==> src/rtl/stim_pkg.sv <==
`default_nettype none
// ============================================================================
//  Module   : stim_pkg
//  Purpose  : Shared definitions for the stimulus player: default geometry,
//             FSM state encodings and the layout of a buffered entry.
//  Ports    : none (package)
//  Revision : 1.0 - initial release
// ============================================================================
package stim_pkg;

    // Default geometry
    localparam int STIM_DEPTH_DEFAULT = 8;
    localparam int STIM_VW_DEFAULT    = 2;
    localparam int STIM_TW_DEFAULT    = 8;

    // Player FSM encodings
    localparam logic [0:0] ST_IDLE = 1'b0;
    localparam logic [0:0] ST_PLAY = 1'b1;

    // Entry layout is {delay, value}: value occupies the low VW bits and the
    // delay field sits directly above it in the top TW bits.
    localparam int ENTRY_VALUE_LSB = 0;

    function automatic int entry_width(input int vw, input int tw);
        return vw + tw;
    endfunction

endpackage
`default_nettype wire

==> src/rtl/stim_fifo.sv <==
`default_nettype none
// ============================================================================
//  Module   : stim_fifo
//  Purpose  : Entry FIFO for the stimulus player. Also exposes the delay
//             field of the entry behind the head, so the player can reload
//             its timer in the same cycle that it pops the head.
//  Ports    : clk, rst          - clock, synchronous active-high reset
//             push, push_data   - write one entry (caller guarantees room,
//                                 or a simultaneous pop)
//             pop               - discard the head entry (caller guarantees
//                                 the FIFO is not empty)
//             head              - entry at the read pointer
//             next_delay        - delay field of the entry after the head
//             count, full, empty- occupancy
//  Revision : 1.0 - initial release
// ============================================================================
module stim_fifo #(
    parameter int DEPTH = 8,
    parameter int W     = 10,
    parameter int TW    = 8
) (
    input  logic                     clk,
    input  logic                     rst,
    input  logic                     push,
    input  logic [W-1:0]             push_data,
    input  logic                     pop,
    output logic [W-1:0]             head,
    output logic [TW-1:0]            next_delay,
    output logic [$clog2(DEPTH):0]   count,
    output logic                     full,
    output logic                     empty
);

    localparam int AW = $clog2(DEPTH);
    localparam int CW = AW + 1;

    logic [W-1:0]  mem_q [DEPTH];
    logic [AW-1:0] wr_ptr_q, wr_ptr_d;
    logic [AW-1:0] rd_ptr_q, rd_ptr_d;
    logic [CW-1:0] count_q,  count_d;
    logic [AW-1:0] w_rd_next;

    // DEPTH is a power of two, so plain pointer increments wrap correctly.
    assign w_rd_next = rd_ptr_q + 1'b1;

    always_comb begin
        wr_ptr_d = wr_ptr_q;
        rd_ptr_d = rd_ptr_q;
        count_d  = count_q;
        if (push) begin
            wr_ptr_d = wr_ptr_q + 1'b1;
        end
        if (pop) begin
            rd_ptr_d = w_rd_next;
        end
        case ({push, pop})
            2'b10:   count_d = count_q + 1'b1;
            2'b01:   count_d = count_q - 1'b1;
            default: count_d = count_q;
        endcase
    end

    always_ff @(posedge clk) begin
        if (rst) begin
            wr_ptr_q <= '0;
            rd_ptr_q <= '0;
            count_q  <= '0;
        end else begin
            wr_ptr_q <= wr_ptr_d;
            rd_ptr_q <= rd_ptr_d;
            count_q  <= count_d;
        end
    end

    // Storage carries no reset; occupancy alone decides what is valid.
    always_ff @(posedge clk) begin
        if (push) begin
            mem_q[wr_ptr_q] <= push_data;
        end
    end

    assign head       = mem_q[rd_ptr_q];
    assign next_delay = mem_q[w_rd_next][W-1 -: TW];
    assign count      = count_q;
    assign full       = (count_q == CW'(DEPTH));
    assign empty      = (count_q == '0);

endmodule
`default_nettype wire

==> src/rtl/stim_player.sv <==
`default_nettype none
// ============================================================================
//  Module   : stim_player
//  Purpose  : Plays back buffered {delay, value} entries: each entry waits
//             'delay' idle cycles, then drives its value on out_value with a
//             one-cycle out_strobe. done pulses with the final strobe.
//  Ports    : clk, rst                       - clock, sync active-high reset
//             wr_valid/wr_ready/wr_delay/wr_value - entry write interface
//             start, stop                    - playback control pulses
//             out_value, out_strobe          - played value and change pulse
//             busy, done, count              - status
//             loop (STIM_PLAYER_LOOP_EN only) - re-queue each popped entry
//  Config   : define STIM_PLAYER_LOOP_EN to add the loop input.
//  Revision : 1.0 - initial release
// ============================================================================
module stim_player
    import stim_pkg::*;
#(
    parameter int DEPTH = STIM_DEPTH_DEFAULT,
    parameter int VW    = STIM_VW_DEFAULT,
    parameter int TW    = STIM_TW_DEFAULT
) (
    input  logic                   clk,
    input  logic                   rst,
    input  logic                   wr_valid,
    output logic                   wr_ready,
    input  logic [TW-1:0]          wr_delay,
    input  logic [VW-1:0]          wr_value,
    input  logic                   start,
    input  logic                   stop,
`ifdef STIM_PLAYER_LOOP_EN
    input  logic                   loop,
`endif
    output logic [VW-1:0]          out_value,
    output logic                   out_strobe,
    output logic                   busy,
    output logic                   done,
    output logic [$clog2(DEPTH):0] count
);

    localparam int EW = entry_width(VW, TW);
    localparam int CW = $clog2(DEPTH) + 1;

    logic [0:0]    state_q,     state_d;
    logic [TW-1:0] timer_q,     timer_d;
    logic [VW-1:0] out_value_q, out_value_d;
    logic          strobe_q,    strobe_d;
    logic          done_q,      done_d;

    logic [EW-1:0] w_head;
    logic [EW-1:0] w_push_data;
    logic [TW-1:0] w_next_delay;
    logic [TW-1:0] w_head_delay;
    logic [VW-1:0] w_head_value;
    logic [TW-1:0] w_reload;
    logic [CW-1:0] w_count;
    logic          w_full;
    logic          w_empty;
    logic          w_loop;
    logic          w_fire;
    logic          w_more;
    logic          w_ext_push;
    logic          w_repush;
    logic          w_push;

`ifdef STIM_PLAYER_LOOP_EN
    assign w_loop   = loop;
    // External writes would race with the re-push of popped entries.
    assign wr_ready = !w_full && (state_q != ST_PLAY);
`else
    assign w_loop   = 1'b0;
    assign wr_ready = !w_full;
`endif

    assign w_head_delay = w_head[EW-1 -: TW];
    assign w_head_value = w_head[ENTRY_VALUE_LSB +: VW];

    // stop overrides a fire in the same cycle.
    assign w_fire = (state_q == ST_PLAY) && !stop && (timer_q == '0);

    // Decided on the pre-push count, so an entry written in the cycle the
    // last entry pops is left buffered rather than played.
    assign w_more = w_loop || (w_count > CW'(1));

    // With a single looping entry the head re-enters as its own successor.
    assign w_reload = (w_count > CW'(1)) ? w_next_delay : w_head_delay;

    assign w_ext_push  = wr_valid && wr_ready;
    assign w_repush    = w_fire && w_loop;
    assign w_push      = w_ext_push || w_repush;
    assign w_push_data = w_repush ? w_head : {wr_delay, wr_value};

    stim_fifo #(
        .DEPTH (DEPTH),
        .W     (EW),
        .TW    (TW)
    ) u_fifo (
        .clk        (clk),
        .rst        (rst),
        .push       (w_push),
        .push_data  (w_push_data),
        .pop        (w_fire),
        .head       (w_head),
        .next_delay (w_next_delay),
        .count      (w_count),
        .full       (w_full),
        .empty      (w_empty)
    );

    // State register
    always_ff @(posedge clk) begin
        if (rst) begin
            state_q     <= ST_IDLE;
            timer_q     <= '0;
            out_value_q <= '0;
            strobe_q    <= 1'b0;
            done_q      <= 1'b0;
        end else begin
            state_q     <= state_d;
            timer_q     <= timer_d;
            out_value_q <= out_value_d;
            strobe_q    <= strobe_d;
            done_q      <= done_d;
        end
    end

    // Next state
    always_comb begin
        state_d = state_q;
        case (state_q)
            ST_IDLE: begin
                if (start && !w_empty) begin
                    state_d = ST_PLAY;
                end
            end
            ST_PLAY: begin
                if (stop) begin
                    state_d = ST_IDLE;
                end else if (w_fire && !w_more) begin
                    state_d = ST_IDLE;
                end
            end
            default: state_d = ST_IDLE;
        endcase
    end

    // Timer and registered outputs
    always_comb begin
        timer_d     = timer_q;
        out_value_d = out_value_q;
        strobe_d    = 1'b0;
        done_d      = 1'b0;
        case (state_q)
            ST_IDLE: begin
                if (start && !w_empty) begin
                    timer_d = w_head_delay;
                end
            end
            ST_PLAY: begin
                if (!stop) begin
                    if (timer_q != '0) begin
                        timer_d = timer_q - 1'b1;
                    end else begin
                        out_value_d = w_head_value;
                        strobe_d    = 1'b1;
                        if (w_more) begin
                            timer_d = w_reload;
                        end else begin
                            done_d  = 1'b1;
                        end
                    end
                end
            end
            default: begin
                timer_d = '0;
            end
        endcase
    end

    assign out_value  = out_value_q;
    assign out_strobe = strobe_q;
    assign done       = done_q;
    assign busy       = (state_q == ST_PLAY);
    assign count      = w_count;

endmodule
`default_nettype wire

==> config.mk <==
export PLATFORM = sky130hd
export DESIGN_NAME = stim_player
export DESIGN_NICKNAME = d
export VERILOG_FILES = /design/src/rtl/stim_pkg.sv /design/src/rtl/stim_fifo.sv /design/src/rtl/stim_player.sv
export SDC_FILE = /design/constraint.sdc
export NUM_CORES = 1
export LEC_CHECK = 0
export CORE_UTILIZATION = 40
export CTS_BUF_LIST = sky130_fd_sc_hd__clkbuf_8
export CTS_CLUSTER_SIZE = 25
export DETAILED_ROUTE_END_ITERATION = 7
export RECOVER_POWER = 100
export SYNTH_ARGS = -nofsm -noshare
export SYNTH_HDL_FRONTEND = slang
export SYNTH_SLANG_ARGS = --single-unit
==> constraint.sdc <==
create_clock -name clk -period 3.3 [get_ports clk]
set_clock_uncertainty 0.1 [all_clocks]
set_input_delay 0.99 -clock clk [delete_from_list [all_inputs] [get_ports clk]]
set_output_delay 0.99 -clock clk [all_outputs]
set_load 0.005 [all_outputs]
# Word-level counts from Yosys, hierarchy flattened
# Memory sizes are Yosys's and may differ from the RTL's. A register that Yosys moved wholly into a read port is not among the register bits.
# Index checks and enable logic that the tools add are counted.
# Widths: inputs -> output; s select.
[classes]
reduce_logical = 17
mul = 0
n_bitwise = 3
order_cmp = 1
n_shift = 0
muxes = 16
n_div = 0
n_eq_ne = 6
n_addsub = 5
[ops]
columns = ["op", "n"]
rows = [
  ["$mux 8", 4],
  ["$pmux 8 s2", 1],
  ["$logic_not 8->1", 1],
  ["$pmux 4 s2", 1],
  ["$reduce_bool 8->1", 1],
  ["$sub 8x1->8 const B", 1],
  ["$mux 1", 7],
  ["$add 3x1->3 const B", 2],
  ["$mux 3", 2],
  ["$reduce_and 3->1", 2],
  ["$logic_and 1x1->1", 5],
  ["$add 4x1->4 const B", 1],
  ["$eq 4x4->1 const B", 1],
  ["$gt 4x1->1 const B", 1],
  ["$logic_not 1->1", 4],
  ["$logic_not 4->1", 1],
  ["$ne 2x2->1 const B", 2],
  ["$reduce_or 4->1", 1],
  ["$sub 4x1->4 const B", 1],
  ["$ne 3x1->1 const B", 1],
  ["$not 1->1", 3],
  ["$reduce_or 3->1", 1],
  ["$eq 2x1->1 const B", 1],
  ["$eq 2x2->1 const B", 1],
  ["other kinds (2)", 2],
]
[word_totals]
input_bits = 15
rom_bits = 0
out_inout_bits = 10
latch_bits = 0
ff_bits = 23
ram_bits = 80
elab_cells = 57
memories = 1
[mem_list]
columns = ["memory", "depth", "width", "read_ports", "rd_clocked_by_memory_dff", "wr", "line", "source"]
rows = [
  ["u_fifo.mem_q", 8, 10, 2, 1, 1, "stim_fifo.sv:37", "logic [W-1:0] mem_q [DEPTH];"],
]

# Logic depth before layout (Yosys ltp)
# Gate-level depths: netlist (run 1).
[depth]
depth_word = 7
depth_mapped = 9
ltp_nobuf = 9

# Cells and area by module
# From an unflattened synthesis (run 1), not the netlist that was laid out.
[unflattened]
cells_unflattened = 321
hier_area_um2 = 5011.1
[by_module_without_submodules]
columns = ["module", "n_inst", "cells_each", "seq_area_each_um2", "area_per_inst_um2"]
rows = [
  ["stim_fifo", 1, 215, 2662.6, 4174.0],
  ["stim_player", 1, 106, 260.2, 837.1],
]

# Least setup slack after synthesis (run 1)
# OpenSTA, ideal clock, no wires.
[synth_path]
path_type = "reg2reg"
startpoint = "register timer_q[0]"
endpoint = "register u_fifo.count_q[3] (netlist: u_fifo.count[3])"
setup_ns = 0.128
period_less_slack_ns = 2.918
n_path_buf = 0
required_ns = 3.072
t_arrival_ns = 2.691
path_stages_with_launch = 10
setup_slack_ns = 0.382
path_cell_list = "dfxtp_1 -> inv_1 -> ha_1 -> or4b_4 -> nor4b_4 -> ha_1 -> or4b_2 -> a21oi_1 -> xnor2_1 -> nor2_1"
[synth_via]
elab_chain_len = 4
word_cells_on_any_way = 6
cone_classes = "2 x eq/ne; 1 x mux; 3 x reduce/logical"
[synth_lines]
columns = ["element", "line", "source"]
rows = [
  ["from (decl)", "stim_player.sv:45", "logic [TW-1:0] timer_q, timer_d;"],
  ["from (signal assigned)", "stim_player.sv:120", "timer_q <= timer_d;"],
  ["$logic_not 8->1 *", "stim_player.sv:79", "assign w_fire = (state_q == ST_PLAY) && !stop && (timer_q == '0);"],
  ["$logic_and 1x1->1 *", "stim_player.sv:79", ""],
  ["named net u_fifo.pop", "stim_fifo.sv:26", "input logic pop,"],
  ["$eq 2x1->1 / $eq 2x2->1 (equally long branches)", "stim_fifo.sv:56", "case ({push, pop})"],
  ["$pmux 4 s2 / $reduce_bool 2->1 (equally long branches)", "--", ""],
  ["to (signal assigned)", "stim_fifo.sv:71", "count_q <= count_d;"],
  ["to (decl)", "stim_fifo.sv:40", "logic [CW-1:0] count_q, count_d;"],
]
# The timed path passes the listed nets; every way through them passes the cells marked *.
# A chain may end at the register's enable or synchronous reset.

# Final worst setup path (run 1)
[layout_path]
startpoint = "register u_fifo.count_q[0] (netlist: u_fifo.count[0])"
endpoint = "output port wr_ready"
[layout_via]
elab_chain_len = 2
[layout_lines]
columns = ["element", "line", "source"]
rows = [
  ["$eq 4x4->1", "stim_fifo.sv:85", "assign full = (count_q == CW'(DEPTH));"],
  ["$logic_not 1->1", "stim_player.sv:72", "assign wr_ready = !w_full;"],
  ["to (decl)", "stim_player.sv:26", "output logic wr_ready,"],
]
# Every way passes these cells.

==> results of run 1 <==
-- critical path: cells and delay by family, from the launching register on --
family                     cells  cell delay, ps
adders and majority gates      1             220
and+or+nand+nor                1             200
DFF                            1             470
buffers and inverters          2             710
-- flip-flops by register name, indices dropped and copies added, names as in the netlist, named ones only --
| signal | count |
|---|---|
| busy | 1 |
| done | 1 |
| out_strobe | 1 |
| out_value | 2 |
| timer_q | 8 |
| u_fifo.count | 4 |
| u_fifo.mem_q | 80 |
| u_fifo.rd_ptr_q | 3 |
| u_fifo.wr_ptr_q | 3 |
-- kinds of logic after synthesis --
family	synth area share
adders and majority gates	0.0203
AOI/OAI and AO/OA	0.0671
and+or+nand+nor	0.0894
buffers and inverters	0.0257
xor gates and xnor gates	0.0158
DFF	0.593
muxes	0.188
-- worst paths after layout --
check | end | slack [ps] | depth (start not counted)
max | wr_ready | 240 | 4
min reg2reg | u_fifo.wr_ptr_q[0]$_SDFFE_PP0P_ | 410 | 2
min | u_fifo.wr_ptr_q[0]$_SDFFE_PP0P_ | 410 | 2
max reg2reg | u_fifo.count[3]$_SDFFE_PP0P_ | 320 | 9
-- layer usage --
metal,global-route usage,up-vias
met5,0,-
met2,0.281,72
met1,0.228,1406
li1,-,1349
met3,0.0198,17
met4,0.0807,0
-- Yosys cell counts (all sizes together) (2+ instances only) --
library cell and number:
a2111oi 4, a211oi 8, a21oi 11, a31oi 2, and2 2, buf 12, clkbuf 3, dfxtp 26
edfxtp 80, ha 8, inv 11, mux2 3, mux2i 15, mux4 33, nand2 12, nand2b 2
nand3 8, nand3b 5, nor2 23, nor2b 4, nor3 5, nor4 2, nor4b 2, o2111ai 2
o21ai 5, o31ai 7, or2 2, or3 3, or4b 2, xnor2 3, xor2 5
-- cell type report --
class                           instances  area (sq um)
Clock buffer                            9           124
Clock inverter                          7          38.8
Fill cell                            1086          6510
Inverter                               11          41.3
Multi-Input combinational cell        189          1850
Sequential cell                       106          2920
Tap cell                              147           184
Timing Repair Buffer                   43           342
-- stage by stage --
stage / util / power (mW) / instance area, sq um / hold slack [ps]
floorplan: - / 1.86 / 4920 / 362
global placement: 0.450 / 2.00 / 5410 / 375
detailed placement: 0.450 / 2.01 / 5410 / 388
CTS: 0.464 / 2.69 / 5570 / 403
global route: 0.458 / 2.77 / 5500 / 439
finish: 0.458 / 2.64 / 5500 / 408
-- where the power goes --
group | switching [mW] | leakage [nW] | internal (mW)
Combinational | 0.231 | 0.724 | 0.193
Sequential | 0.0449 | 0.939 | 1.48
Clock | 0.426 | 0.0875 | 0.266
==> results.md, run 1 <==
- The flow ran to the end, and the final reports show no timing, DRC or antenna violations.
- The core region is 12000 sq um.
- The post-synthesis net count is 344.
- The count of endpoints failing hold in the final timing report was 0.
- The number of max-slew violations in the final report is 0.
- For the pin with the worst max-slew slack, the measured transition is 1110 ps.
- The netlist area before placement is 4920 sq um.
- Excluding fillers, the count of instances in the completed layout stands at 512.
- The count of hold-fix buffers inserted at cts is 0.
- For this run, the total global-route usage over all layers was measured as 0.171.
- The floorplan step defined a die boundary enclosing approximately 13000 sq um.
- The wire length on met3 is 536 um.
- Once the clock tree was built, the resizer swapped 0 gates to a different size.
- The buffer cell driving the clock tree root is sky130_fd_sc_hd__clkbuf_8.
- The deepest level of the CTS H-tree is 3.
- The row count is 40.
- In the layout the commonest cells are sky130_fd_sc_hd__edfxtp_1 (80), sky130_fd_sc_hd__mux4_2 (33), sky130_fd_sc_hd__dfxtp_1 (26).
- The worst register-to-register path begins at timer_q[0]$_SDFFE_PP0P_.
- Of the cells placed in the final design, the portion with a size suffix greater than 1 is 0.186.
- The final total negative setup slack is 0 ps.
- The via count of the first global-routing pass came to 2941.
- Walking the worst path, the cells encountered are inv_1, ha_1, nand3b_1, dlygate4sd3_1.
- Summed over all cells, the static leakage comes to approximately 1.7 nW.
- The number of antenna cells inserted is 0.
- The detailed-routing iteration count for the pre-antenna-repair pass is 4.
- In this run the most critical hold path is launched from u_fifo.wr_ptr_q[0]$_SDFFE_PP0P_.
- The share of the synthesized area in the top cell type is 0.488.
- The most common cell after layout, fill and taps aside is sky130_fd_sc_hd__edfxtp_1.
- After the first detailed-routing iteration, the DRC count stood at roughly 210.
- Tracing the worst setup path back leads to its startpoint at u_fifo.count[0]$_SDFFE_PP0P_.
- The dominant synthesized flop cell is sky130_fd_sc_hd__edfxtp_1.
- The CTS clock-pin slew for the worst setup and hold paths is 100 ps.
- The largest stage delay on the critical path is 610 ps.
- The largest fanout on the critical path is 7.
- The maximum buffer depth of the clock tree is 2.
- The type of element capturing the critical path is an output port.
- Compared with the post-synthesis result, the final layout area differs by 11.8%.
- The startpoint-to-endpoint class of the critical path is flip-flop to output port.
- The fraction of registers with async set or reset after synthesis is 0.
- The total overflow reported by the global router is 0.
- The number of antenna-violating nets in the routed design is 0.
- For this block, the routed nets add up to 9960 um of wire.
- The portion of the post-synthesis area used by sequential elements is 0.593.
- The CTS sink count is 106.
- During synthesis, Yosys emitted a total of 0 warnings.
- During I/O placement, the number of pins put on the boundary was 25.
- Setup repair after global routing left no endpoint under its margin.
- The critical path data arrival time is 1970 ps.
- Across all setup checks in the final design, the least slack found is 242 ps.
- The count of mapped cells out of synthesis is 321.
- Yosys mapped a number of flops with a built-in enable equal to 80.
- The sum of met2 wire segment lengths after detailed routing is approximately 4800 um.
- The worst slew margin relative to its limit is 0.262.
- The die extent in x is about 110 um.
- For this design the ratio of total power to cell area is 480 nW/um^2.
- For this design, the slowest cell found on the critical path is sky130_fd_sc_hd__dlygate4sd3_1.
- For this configuration, the core starts out at a cell density of 0.410.
- The chip height is 113 um.
- The average cell area after synthesis is approximately 15 sq um.
- The CTS tree is done.
- Ranked by total cell area, the synthesized netlist is headed by sky130_fd_sc_hd__edfxtp_1 (49%), sky130_fd_sc_hd__mux4_2 (15%), sky130_fd_sc_hd__dfxtp_1 (11%).
- The global-route wire length before repair is between 15000 and 20000 um.
- Summed over all instances, the cell type with the most area after synthesis is sky130_fd_sc_hd__edfxtp_1.
- After synthesis the netlist holds a flip-flop and latch count of 106.
- The min-delay analysis places its worst path in the category flip-flop to flip-flop.
- Setup violations remaining at the end of the flow were counted as 0.
- At the worst endpoint, the required time is 2210 ps.
- The detailed-placement wirelength estimate is approximately 6800 um.
- The post-placement setup slack is 75.3 ps.
- The top layer used by detailed routing is met4.
- For this block, wires on met1 add up to 4440 um.
- The number of buffers created by CTS is 9.
- The wire length per cell is 19.5 um.
- The synthesized netlist contains 50 unique library cells.
- The worst-case IR drop observed on VDD is 0.163 mV.
- The final estimated routing congestion in global placement is 0.749.
- Buffers placed on the I/O ports in this run total 24.
- The number of nets in the layout is 383.
- The final worst-path cycle share is 0.927.
- The detailed-route via count is 2844.
- In the routed layout, each cell is associated on average with a via count of about 5.6.
- The initial antenna violation count came to 0.
- For this run, the top clock speed supported by timing is approximately 330 MHz.
- After detailed routing, the number of remaining DRC violations is 0.
- The pin count of the biggest net entering global routing is 25.
- The number of placed instances, taps included is 496.
- The later-pin clock latency in the skew report is 370 ps.
- The max-capacitance violation count is 0.
- For the finished layout, the period the worst path requires is 3060 ps.
- Post-CTS timing repair inserted 0 buffers for setup.
- The type of element launching the critical path is a flip-flop.
(Power assumes the default switching activity.)
==> run 2, diff against run 1 <==
--- a/config.mk
+++ b/config.mk
@@ -5,10 +5,11 @@
 export SDC_FILE = /design/constraint.sdc
 export NUM_CORES = 1
 export LEC_CHECK = 0
-export CORE_UTILIZATION = 40
+export CORE_UTILIZATION = 30
 export CTS_BUF_LIST = sky130_fd_sc_hd__clkbuf_8
 export CTS_CLUSTER_SIZE = 25
 export DETAILED_ROUTE_END_ITERATION = 7
+export PLACE_DENSITY = 0.45
 export RECOVER_POWER = 100
 export SYNTH_ARGS = -nofsm -noshare
 export SYNTH_HDL_FRONTEND = slang
==> results.md, run 2 (same netlist as run 1, synthesis figures left out) <==
- The most critical setup path has its startpoint at u_fifo.count[0]$_SDFFE_PP0P_.
- The worst setup slack for register-to-register paths is 290 ps (-30 ps).
- The switching portion of total power was 0.285 (+0.0192).
- The initial antenna violation count is 0 (unchanged).
- The maximum buffer depth of the clock tree came to 2 (unchanged).
- The worst hold margin was 406 ps (-2.37 ps).
- The detailed-placement wirelength estimate is 7620 um (+12%).
- The time the final worst path needs with I/O delays and setup came to 3060 ps (+5.36 ps).
- The part of the power in registers is 0.555 (-0.023).
- The global-route wire length before repair came to 17500 um (+9.0%).
- The port buffer count came to 24 (unchanged).
- The detailed-routing iteration count for the pre-antenna-repair pass is 4 (unchanged).
- The final estimated routing congestion in global placement is 0.719 (-4.1%).
- The top-level port count is 25 (unchanged).
- The CTS sink count is 106 (unchanged).
- The number of antenna cells inserted was 0 (unchanged).
- The largest stage delay on the critical path was 610 ps (about the same).
- The kind of cell with the highest combined delay along the critical path is buffers and inverters.
- The number of placed instances, taps included is 566 (+14%).
- The max-capacitance violation count was 0 (unchanged).
- The number of logic stages on the critical path including buffering is 4 (unchanged).
- The top cell types in the final layout, fill and taps aside, are sky130_fd_sc_hd__edfxtp_1 (80), sky130_fd_sc_hd__mux4_2 (33), sky130_fd_sc_hd__dfxtp_1 (26).
- The library cell used most frequently in the layout, excluding fill and tap cells, is sky130_fd_sc_hd__edfxtp_1.
- The largest fanout on the critical path was 7 (unchanged).
- The total setup buffers inserted after CTS was 0 (unchanged).
- The core area is 15900 sq um (+33%).
- Counting flops per register, the top entry is u_fifo.mem_q.
- The final cell count without fillers is 582 (+14%).
- The number of buffers created by CTS is 9 (unchanged).
- The initial core utilization came to 0.309 (-0.101).
- The die extent in x is 130 um (+15%).
- The total power after layout is 2.75 mW (+4.1%).
- The leakage dissipation is 1.76 nW (+0.77%).
- The wire length per cell came to 19.3 um (-0.88%).
- The total die area is 16900 sq um (+33%).
- The startpoint-to-endpoint class of the critical path is flip-flop to output port.
- The worst slew margin relative to its limit is 0.362 (+0.101).
- The later-pin clock latency in the skew report is 380 ps (about the same).
- The reg-to-reg critical path endpoint is timer_q[4]$_SDFFE_PP0P_.
- The actual slew at the worst max-slew pin is 957 ps (-151 ps).
- The detailed-route via count came to 2887 (+1.5%).
- The number of buffer and inverter stages on the critical path came to 2 (unchanged).
- The number of antenna-violating nets in the routed design is 0 (unchanged).
- The number of nets in the layout came to 384 (+0.26%).
- The count of endpoints failing hold in the final timing report is 0 (unchanged).
- The maximum achievable frequency came to 326 MHz (-0.17%).
- The deepest level of the CTS H-tree was 3 (unchanged).
- The via count of the first global-routing pass is 2961 (+0.68%).
- The pin count of the biggest net entering global routing was 21 (-16%).
- The layout-stage area growth over the synthesis result is 14.3%.
- The number of design rule violations left after detail routing is 0 (unchanged).
- The number of max-slew violations in the final report is 0 (unchanged).
- The total overflow reported by the global router is 0 (unchanged).
- The CTS clock-pin slew for the worst setup and hold paths is 110 ps (about the same).
- TritonCTS built the clock tree.
- The beginning of the worst register-to-register path is timer_q[0]$_SDFFE_PP0P_.
- The share of final-layout standard cells stronger than drive strength 1 came to 0.194 (+0.00769).
- The final worst-path cycle share came to 0.928 (+0.00162).
- The critical path data arrival time is 1970 ps (about the same).
- The required arrival time at the worst endpoint is 2210 ps (about the same).
- The type of element capturing the critical path is an output port.
- The clock power share was 0.290 (+0.028).
- The cell at the slowest stage of the critical path is sky130_fd_sc_hd__dlygate4sd3_1.
- The count of hold-fix buffers inserted at cts was 0 (unchanged).
- The root buffer cell chosen for the clock tree is sky130_fd_sc_hd__clkbuf_8.
- The flip-flop count of the largest register after layout is 80 (unchanged).
- The internal cell power came to 1.97 mW (+1.4%).
- The quantity of gates resized following cts is 0 (unchanged).
- The capture point of the worst path is wr_ready.
- The cell depth of the worst min-delay path is 2 (unchanged).
- The row count is 46 (+15%).
- The largest voltage drop on the vdd net is 0.174 mV (+6.6%).
- The final-layout fill cell count is 1544 (+42%).
- The flow ran to the end, and the final reports show no timing, DRC or antenna violations.
- Setup repair after global routing left no endpoint under its margin.
- Traced cell by cell, the critical path runs through inv_1, ha_1, nand3b_1, dlygate4sd3_1.
- The number of setup violations in the final report is 0 (unchanged).
- The final total negative setup slack is 0 ps (unchanged).
- The via density per instance is 4.96 (-11%).
- The aggregate routed wire length is 11200 um (+13%).
- The chip height is 130 um (+15%).
- The number of violations reported at the end of detailed-routing iteration 0 is 154 (-27%).
- The ratio of total power to cell area was 489 nW/um^2 (+1.8%).
- The aggregate global-route resource usage is 0.145 (-0.0260).
- The worst setup path is launched from a flip-flop.
- The length in cells of the worst reg-to-reg path is 7 (-2).
- The power spent charging and discharging nets came to 0.783 mW (+12%).
- The worst min-delay path class is flip-flop to flip-flop.
- The combinational share of power is 0.156 (-0.005).
==> run 2: metrics by stage <==
stage	instance area, sq um	worst slack (ps)	util
finish	5630	236	0.353
global route	5630	127	0.353
CTS	5700	226	0.358
detailed placement	5510	122	0.346
global placement	5510	145	0.346
floorplan	4920	382	-
==> run 2: area by class of cell <==
type / count / area (sq um) / area share
clock buffers: 9 / 124 / 0.0220
well taps: 216 / 270 / 0.0480
repair buffers: 44 / 343 / 0.0609
inverters: 11 / 41.3 / 0.00734
clock inverters: 7 / 68.8 / 0.0122
flip-flops and latches: 106 / 2920 / 0.519
multi-input cells: 189 / 1860 / 0.330
==> run 2: worst min path at each step <==
stage                                         start                               to  slack, ps
floorplan           u_fifo.wr_ptr_q[0]$_SDFFE_PP0P_  u_fifo.wr_ptr_q[0]$_SDFFE_PP0P_        360
global placement    u_fifo.wr_ptr_q[0]$_SDFFE_PP0P_  u_fifo.wr_ptr_q[0]$_SDFFE_PP0P_        380
detailed placement  u_fifo.wr_ptr_q[0]$_SDFFE_PP0P_  u_fifo.wr_ptr_q[0]$_SDFFE_PP0P_        390
CTS                 u_fifo.wr_ptr_q[0]$_SDFFE_PP0P_  u_fifo.wr_ptr_q[0]$_SDFFE_PP0P_        410
global route        u_fifo.wr_ptr_q[0]$_SDFFE_PP0P_  u_fifo.wr_ptr_q[0]$_SDFFE_PP0P_        440
finish              u_fifo.wr_ptr_q[0]$_SDFFE_PP0P_  u_fifo.wr_ptr_q[0]$_SDFFE_PP0P_        410
==> run 2: power groups by stage <==
stage	Clock, mW	Combinational, mW	Sequential [mW]
after floorplan	0	0.319	1.55
after global placement	0	0.457	1.56
after detailed placement	0	0.458	1.56
after CTS	0.828	0.460	1.53
after global routing	0.866	0.473	1.53
final	0.797	0.428	1.53
==> run 2: layer usage <==
layer | part of all wire | global-route usage | vias to the layer above
met5 | 0 | 0 | -
met4 | 0.018 | 0.0616 | 0
met3 | 0.028 | 0.0185 | 12
met2 | 0.48 | 0.239 | 48
met1 | 0.47 | 0.192 | 1472
li1 | - | - | 1355
==> run 2: worst min-delay path: stages, from the launching register on <==
cell	delay [ps]
sky130_fd_sc_hd__dfxtp_1	350
sky130_fd_sc_hd__nand2_1	60
sky130_fd_sc_hd__a21oi_1	60
==> run 3, diff against run 2 <==
--- a/config.mk
+++ b/config.mk
@@ -5,6 +5,7 @@
 export SDC_FILE = /design/constraint.sdc
 export NUM_CORES = 1
 export LEC_CHECK = 0
+export CAP_MARGIN = 20
 export CORE_UTILIZATION = 30
 export CTS_BUF_LIST = sky130_fd_sc_hd__clkbuf_8
 export CTS_CLUSTER_SIZE = 25
==> results of run 3 <==
The final DEF is identical to that of run 2; final timing and power are the same.
